**config.mk**
```make
export PLATFORM = sky130hd
export DESIGN_NAME = seq_ctrl_flat
export DESIGN_NICKNAME = d
export VERILOG_FILES = /design/src/rtl/seq_ctrl_if.sv /design/src/rtl/seq_ctrl.sv /design/src/flat_wrapper.sv
export SDC_FILE = /design/constraint.sdc
export NUM_CORES = 1
export LEC_CHECK = 0
export CORE_MARGIN = 1
export CORE_UTILIZATION = 41
export CTS_CLUSTER_SIZE = 8
export DETAILED_ROUTE_END_ITERATION = 8
export PLACE_DENSITY = 0.79
export SYNTH_ARGS = -nofsm -noshare
export SYNTH_HDL_FRONTEND = slang
export SYNTH_SLANG_ARGS = --single-unit
```
**constraint.sdc**
```tcl
create_clock -name clk -period 2.2 [get_ports clk]
set_clock_uncertainty 0.05 [all_clocks]
set_input_delay 0.55 -clock clk [delete_from_list [all_inputs] [get_ports clk]]
set_output_delay 0.55 -clock clk [all_outputs]
set_load 0.005 [all_outputs]
```
**src/rtl/seq_ctrl_if.sv**
```systemverilog
// Memory-side bus of the instruction sequencer: instruction fetch port and
// data access port.
//
// Handshake semantics (both ports): the requester raises *_req and holds it,
// together with its address/direction qualifiers, every cycle until it samples
// the matching *_ack high on a rising clk edge. An ack may arrive in the same
// cycle the request first rises. An ack while no request is outstanding has no
// effect. Data returned with an ack (imem_rdata) is valid only in that ack
// cycle.
interface seq_ctrl_if #(
  parameter int PC_W    = 8,
  parameter int INSTR_W = 16
) ();
  logic               imem_req;
  logic [PC_W-1:0]    imem_addr;
  logic               imem_ack;
  logic [INSTR_W-1:0] imem_rdata;
  logic               dmem_req;
  logic               dmem_we;
  logic               dmem_ack;

  // Sequencer side: issues requests, receives acks and fetched data.
  modport master (
    output imem_req,
    output imem_addr,
    input  imem_ack,
    input  imem_rdata,
    output dmem_req,
    output dmem_we,
    input  dmem_ack
  );

  // Memory side: receives requests, answers with acks and fetched data.
  modport slave (
    input  imem_req,
    input  imem_addr,
    output imem_ack,
    output imem_rdata,
    input  dmem_req,
    input  dmem_we,
    output dmem_ack
  );
endinterface

```
**src/rtl/seq_ctrl.sv**
```systemverilog
// Multi-cycle instruction sequencer. Owns pc and ir and walks each instruction
// through FETCH/DECODE/EXEC/MEM/WB, issuing one datapath strobe per cycle.
// Opcode map: 0..6 ALU ops, 7 LOAD, 8 STORE, 9..E undefined (retired as NOP,
// sticky illegal flag), F HALT.
module seq_ctrl #(
  parameter int PC_W    = 8,
  parameter int INSTR_W = 16
) (
  input  logic               clk,
  input  logic               rst,
  seq_ctrl_if.master         bus,
  output logic [INSTR_W-1:0] ir,
  output logic [PC_W-1:0]    pc,
  output logic               alu_en,
  output logic               rf_we,
  output logic               retire,
  output logic               halted,
  output logic               illegal,
  output logic [2:0]         state_dbg
);

  typedef enum logic [2:0] {
    S_IDLE   = 3'd0,
    S_FETCH  = 3'd1,
    S_DECODE = 3'd2,
    S_EXEC   = 3'd3,
    S_MEM    = 3'd4,
    S_WB     = 3'd5,
    S_HALT   = 3'd6
  } state_e;

  localparam logic [3:0] OP_LOAD  = 4'h7;
  localparam logic [3:0] OP_STORE = 4'h8;
  localparam logic [3:0] OP_HALT  = 4'hF;

  state_e     state;
  state_e     state_nxt;
  logic [3:0] op;

  // Register update requests produced by the next-state logic.
  logic ir_load;
  logic pc_inc;
  logic set_illegal;
  logic set_halt;

  // Local copies of the bus strobes so the decode reads as one block.
  logic imem_req_w;
  logic dmem_req_w;
  logic dmem_we_w;

  assign op        = ir[INSTR_W-1 -: 4];
  assign state_dbg = state;

  assign bus.imem_req  = imem_req_w;
  assign bus.imem_addr = pc;
  assign bus.dmem_req  = dmem_req_w;
  assign bus.dmem_we   = dmem_we_w;

  // State, pc, ir and the sticky status flags; rst wins over everything,
  // including an ack arriving in the same cycle.
  always_ff @(posedge clk) begin
    if (rst) begin
      state   <= S_IDLE;
      pc      <= '0;
      ir      <= '0;
      halted  <= 1'b0;
      illegal <= 1'b0;
    end else begin
      state <= state_nxt;
      if (ir_load)     ir      <= bus.imem_rdata;
      if (pc_inc)      pc      <= pc + PC_W'(1);
      if (set_illegal) illegal <= 1'b1;
      if (set_halt)    halted  <= 1'b1;
    end
  end

  // Next-state routing plus per-state strobes. Strobes depend only on the
  // registered state and ir, except the STORE retire which lands in the
  // dmem_ack cycle itself.
  always_comb begin
    state_nxt   = state;
    ir_load     = 1'b0;
    pc_inc      = 1'b0;
    set_illegal = 1'b0;
    set_halt    = 1'b0;
    imem_req_w  = 1'b0;
    dmem_req_w  = 1'b0;
    dmem_we_w   = 1'b0;
    alu_en      = 1'b0;
    rf_we       = 1'b0;
    retire      = 1'b0;
    case (state)
      S_IDLE: begin
        state_nxt = S_FETCH;
      end
      S_FETCH: begin
        imem_req_w = 1'b1;
        if (bus.imem_ack) begin
          ir_load   = 1'b1;
          state_nxt = S_DECODE;
        end
      end
      S_DECODE: begin
        if (op == OP_HALT) begin
          set_halt  = 1'b1;
          state_nxt = S_HALT;
        end else if (op <= OP_STORE) begin
          state_nxt = S_EXEC;
        end else begin
          // Undefined opcode: retire it as a NOP and remember it happened.
          set_illegal = 1'b1;
          pc_inc      = 1'b1;
          retire      = 1'b1;
          state_nxt   = S_FETCH;
        end
      end
      S_EXEC: begin
        alu_en    = 1'b1;
        state_nxt = ((op == OP_LOAD) || (op == OP_STORE)) ? S_MEM : S_WB;
      end
      S_MEM: begin
        dmem_req_w = 1'b1;
        dmem_we_w  = (op == OP_STORE);
        if (bus.dmem_ack) begin
          if (op == OP_STORE) begin
            // Stores have nothing to write back, so they complete here.
            pc_inc    = 1'b1;
            retire    = 1'b1;
            state_nxt = S_FETCH;
          end else begin
            state_nxt = S_WB;
          end
        end
      end
      S_WB: begin
        rf_we     = 1'b1;
        retire    = 1'b1;
        pc_inc    = 1'b1;
        state_nxt = S_FETCH;
      end
      S_HALT: begin
        state_nxt = S_HALT;
      end
      default: begin
        state_nxt = S_IDLE;
      end
    endcase
  end

  // The four unit strobes never overlap.
  always @(posedge clk) begin
    if (!rst) begin
      assert ($countones({imem_req_w, dmem_req_w, alu_en, rf_we}) <= 1)
        else $error("seq_ctrl: overlapping unit strobes");
    end
  end

endmodule

```
**src/flat_wrapper.sv**
```systemverilog
// flat-port wrapper written by rule: the top's interface ports become plain ports
module seq_ctrl_flat 
#(
  parameter int PC_W    = 8,
  parameter int INSTR_W = 16
)
  (clk, rst, ir, pc, alu_en, rf_we, retire, halted, illegal, state_dbg, bus_imem_req, bus_imem_addr, bus_imem_ack, bus_imem_rdata, bus_dmem_req, bus_dmem_we, bus_dmem_ack);
  seq_ctrl_if #(.PC_W(PC_W), .INSTR_W(INSTR_W)) bus_i ();
  input  logic clk;
  input  logic rst;
  output logic [INSTR_W-1:0] ir;
  output logic [PC_W-1:0] pc;
  output logic alu_en;
  output logic rf_we;
  output logic retire;
  output logic halted;
  output logic illegal;
  output logic [2:0] state_dbg;
  output wire logic [$bits(bus_i.imem_req)-1:0] bus_imem_req;
  output wire logic [$bits(bus_i.imem_addr)-1:0] bus_imem_addr;
  input wire logic [$bits(bus_i.imem_ack)-1:0] bus_imem_ack;
  input wire logic [$bits(bus_i.imem_rdata)-1:0] bus_imem_rdata;
  output wire logic [$bits(bus_i.dmem_req)-1:0] bus_dmem_req;
  output wire logic [$bits(bus_i.dmem_we)-1:0] bus_dmem_we;
  input wire logic [$bits(bus_i.dmem_ack)-1:0] bus_dmem_ack;
  assign bus_imem_req = bus_i.imem_req;
  assign bus_imem_addr = bus_i.imem_addr;
  assign bus_i.imem_ack = bus_imem_ack;
  assign bus_i.imem_rdata = bus_imem_rdata;
  assign bus_dmem_req = bus_i.dmem_req;
  assign bus_dmem_we = bus_i.dmem_we;
  assign bus_i.dmem_ack = bus_dmem_ack;
  seq_ctrl #(.PC_W(PC_W), .INSTR_W(INSTR_W)) u_core (.clk(clk), .rst(rst), .bus(bus_i), .ir(ir), .pc(pc), .alu_en(alu_en), .rf_we(rf_we), .retire(retire), .halted(halted), .illegal(illegal), .state_dbg(state_dbg));
endmodule
```
==> results.md <==
- Slew @ Worst Pin: 0.563 ns
- # H-tree levels: 2
- Die width: 60.3 um
- Clock sink count: 29
- Largest net degree at the start of global routing: 18
- Drt wl/cell: 12.5 um
- Worst-path cell chain: nor3b_2, clkdlybuf4s50_1
- Max-slew violations: 0
- R2r worst-path depth: 6
- Cell chosen for the clock root: clkbuf_4
- Top post-synthesis cells by area: dfxtp_1, nand2_1, a21oi_1
- Final Hold Fails: 0
- Busiest layer in global routing: met2
- Flip-flop and latch area: 594 um2
- Mapped Nets: 190
- Setup TNS Final: 0 ns
- ANT cells: 0
- Initial antenna violation count: 0
- FF-to-FF End: u_core.bus.imem_addr[6]$_SDFFE_PP0P_
- Clk_lat worst skew: 0.33 ns
- Peak per-stage delay on the critical path: 0.54 ns
- Post-synthesis cell count: 169
- Hold path startpoint: u_core.ir[7]$_SDFFE_PP0P_
- Worst setup path class: reg2out
- Global Route Usage Sum: 21.0%
- Cells after DPL: 266
- Post-layout min period: 2.11 ns
- Vias in the first global route: 1317
- Worst Hold Class: reg2reg
- Static leakage: 0.800 nW
- 1st-iter DRT viols: 34
- Status: finished clean
- Hold_buf cts: 0
- R2R setup slack: 0.31 ns
- Height of the die: 60.3 um
- Worst hold path depth: 2
- WP data required: 1.60 ns
- # rows: 20
- Crit-path max FO: 10
- Non-filler instance count after layout: 277
- DR pass1 iterations: 4
- Total global routing overflow: 0
- Residual DRC: 0
- #FFs+latches synth: 29
- Met2 global-route usage: 36.7%
- Area Growth Syn to Fin: 53.0%
- Die Area: 3640 um2
- Reg2reg start: u_core.ir[12]$_SDFFE_PP0P_
- Top cell type's share of synthesized area: 41.7%
- Syn avg cell area: 8.25 um2
- Post-DP HPWL: 2.53 mm
- IO Pins: 63
- Final setup fails: 0
- Post-Syn Area: 1390 um2
- Initial core utilization: 44.6%
- Final worst-path cycle share: 95.9%
- GPL Wtd Cong: 0.766
- Critical path arrival: 1.51 ns
- # fillers: 264
- DRT Wirelength: 3.47 mm
- Nets@finish: 253
- Worst Setup Start Kind: register
- Post-synth cell types: 37
- Hold Path Sink: u_core.ir[7]$_SDFFE_PP0P_
- Via count: 1361
- P per Cell Area: 490 nW/um2
- Crit end category: output pin
- RSZ-0062 raised after global routing: yes
- Clock-pin slew on the worst setup and hold paths: 0.10 ns
- Number of port buffers: 62
- Core region area: 3130 um2
- Layout cell share with drive strength beyond 1: 16.3%
- Max clock buf depth: 2
- Post-DRT Antenna Nets: 0
- Area occupied by multi-input gates: 693 um2
- F_max: 474 MHz
- Grt met3 use: 4.98%
- Yosys warning count: 0
- Met1 usage: 22.9%
- Slew Limit Headroom: 62.4%
- Synth area leader: dfxtp_1
- Num CTS Buffers: 5
- Max Cap Viol: 0
- CTS tree: done
- Worst-case vdd ir drop: 0.455 mV
- Register area share after synthesis: 41.7%
- First-pass GRT wire length: 5.60 mm
- Vias per inst: 4.91
- Fin util: 68.2%
- Slowest-stage cell, CP: clkdlybuf4s50_1
cell usage in the layout (no fill, tap or decap), types with 2 or more instances in the layout:
master | Yosys | final
a211oi_1 | 2 | 2
a21oi_1 | 27 | 27
and2_1 | 2 | 2
and3_1 | 2 | 2
buf_4 | 10 | 13
clkbuf_4 | 0 | 5
clkdlybuf4s50_1 | 0 | 59
clkinv_2 | 0 | 2
dfxtp_1 | 29 | 24
dfxtp_2 | 0 | 2
dfxtp_4 | 0 | 3
inv_1 | 4 | 4
mux2_2 | 5 | 5
nand2_1 | 37 | 37
nand3_1 | 7 | 7
nor2_1 | 8 | 8
nor2b_1 | 6 | 6
critical path: cells and delay by family (launching register included):
| family | cells | cell delay, ns |
|---|---|---|
| buffers and inverters | 1 | 0.54 |
| AND/OR/NAND/NOR | 1 | 0.23 |
| flip-flops | 1 | 0.42 |
final cells by class:
class                           count  area share (%)
Timing Repair Buffer               75            33.7
Sequential cell                    29            27.9
Inverter                            4           0.704
Clock buffer                        5            1.76
Tap cell                           44            2.58
Clock inverter                      3           0.822
Multi-Input combinational cell    117            32.5
logic make-up (layout without fill, tap and decap cells):
| family | after synthesis | in the layout | synth area share (%) |
|---|---|---|---|
| and+or+nand+nor | 71 | 71 | 25.4 |
| AOI/OAI and AO/OA | 38 | 38 | 16.8 |
| DFF | 29 | 29 | 41.7 |
| buffers and inverters | 23 | 87 | 9.78 |
| muxes | 6 | 6 | 4.85 |
| adders and majority gates | 1 | 1 | 0.898 |
| xor gates and xnor gates | 1 | 1 | 0.628 |
registers in the layout, summed over array words and instances (netlist names):
register	count
u_core.ir	16
u_core.bus.imem_addr	8
u_core.state_dbg	3
u_core.halted	1
u_core.illegal	1
cell usage after synthesis:
library cell and n:
nor2_1 8, mux2_1 1, and4_1 1, a21oi_1 27, a21boi_1 1, o21a_1 1, a211oi_1 2, mux2_2 5
clkbuf_1 3, and2_1 2, xnor2_1 1, nor3b_1 2, or3_1 1, a2111oi_0 1, nand4_1 1, nor2b_1 6
and4bb_2 1, a21bo_2 1, nand2b_1 1, nand2_1 37, ha_1 1, dfxtp_1 29, buf_6 1, a211oi_2 1
and3_1 2, buf_1 1, a21o_1 1, buf_2 2, and3b_1 1, a41oi_1 1, buf_4 10, nand3_1 7
clkbuf_2 2, nor4b_4 1, a41oi_2 1, o21ai_0 1, inv_1 4
layer usage:
metal | vias to the layer above | wire length (um) | share of wire, %
met5 | - | 0 | 0
met4 | 0 | 63 | 1.8
met3 | 5 | 213 | 6.1
met2 | 53 | 1710 | 49
met1 | 612 | 1490 | 43
li1 | 691 | - | -
where the power goes:
group | switching, mW | total [mW] | internal (mW)
clock network | 0.194 | 0.315 | 0.120
registers | 0.0208 | 0.563 | 0.542
logic | 0.0653 | 0.168 | 0.103
total | 0.280 | 1.05 | 0.765
what timing repair did:
action | in CTS | in global routing
setup buffers | 2 | 1
setup endpoints to repair | 6 | 4
gates resized for setup | 11 | 4
pin swaps | 4 | 1
worst max path at each step:
stage | start | to | slack, ns | cells after the start
2_1_floorplan | u_core.ir[15]$_SDFFE_PP0P_ | u_core.bus.imem_addr[7]$_SDFFE_PP0P_ | 0.48 | 5
3_3_place_gp | bus_dmem_ack | retire | -0.15 | 4
3_5_place_dp | bus_dmem_ack | retire | -0.17 | 4
4_1_cts | u_core.ir[13]$_SDFFE_PP0P_ | retire | 0.01 | 5
5_1_grt | u_core.ir[13]$_SDFFE_PP0P_ | retire | -0.04 | 5
6_report | u_core.state_dbg[2]$_SDFFE_PP0P_ | bus_dmem_req | 0.09 | 2
through the flow:
stage	cell area [um2]	power, mW	hold slack [ns]	setup slack (ns)
6_report	2130	1.05	0.408	0.0896
5_1_grt	2130	1.11	0.433	-0.0405
4_1_cts	2120	1.06	0.410	0.0117
3_5_place_dp	2020	0.736	0.387	-0.168
3_3_place_gp	2020	0.730	0.385	-0.151
2_1_floorplan	1390	0.636	0.392	0.478
Note: power is estimated with default switching activity, not from simulation.
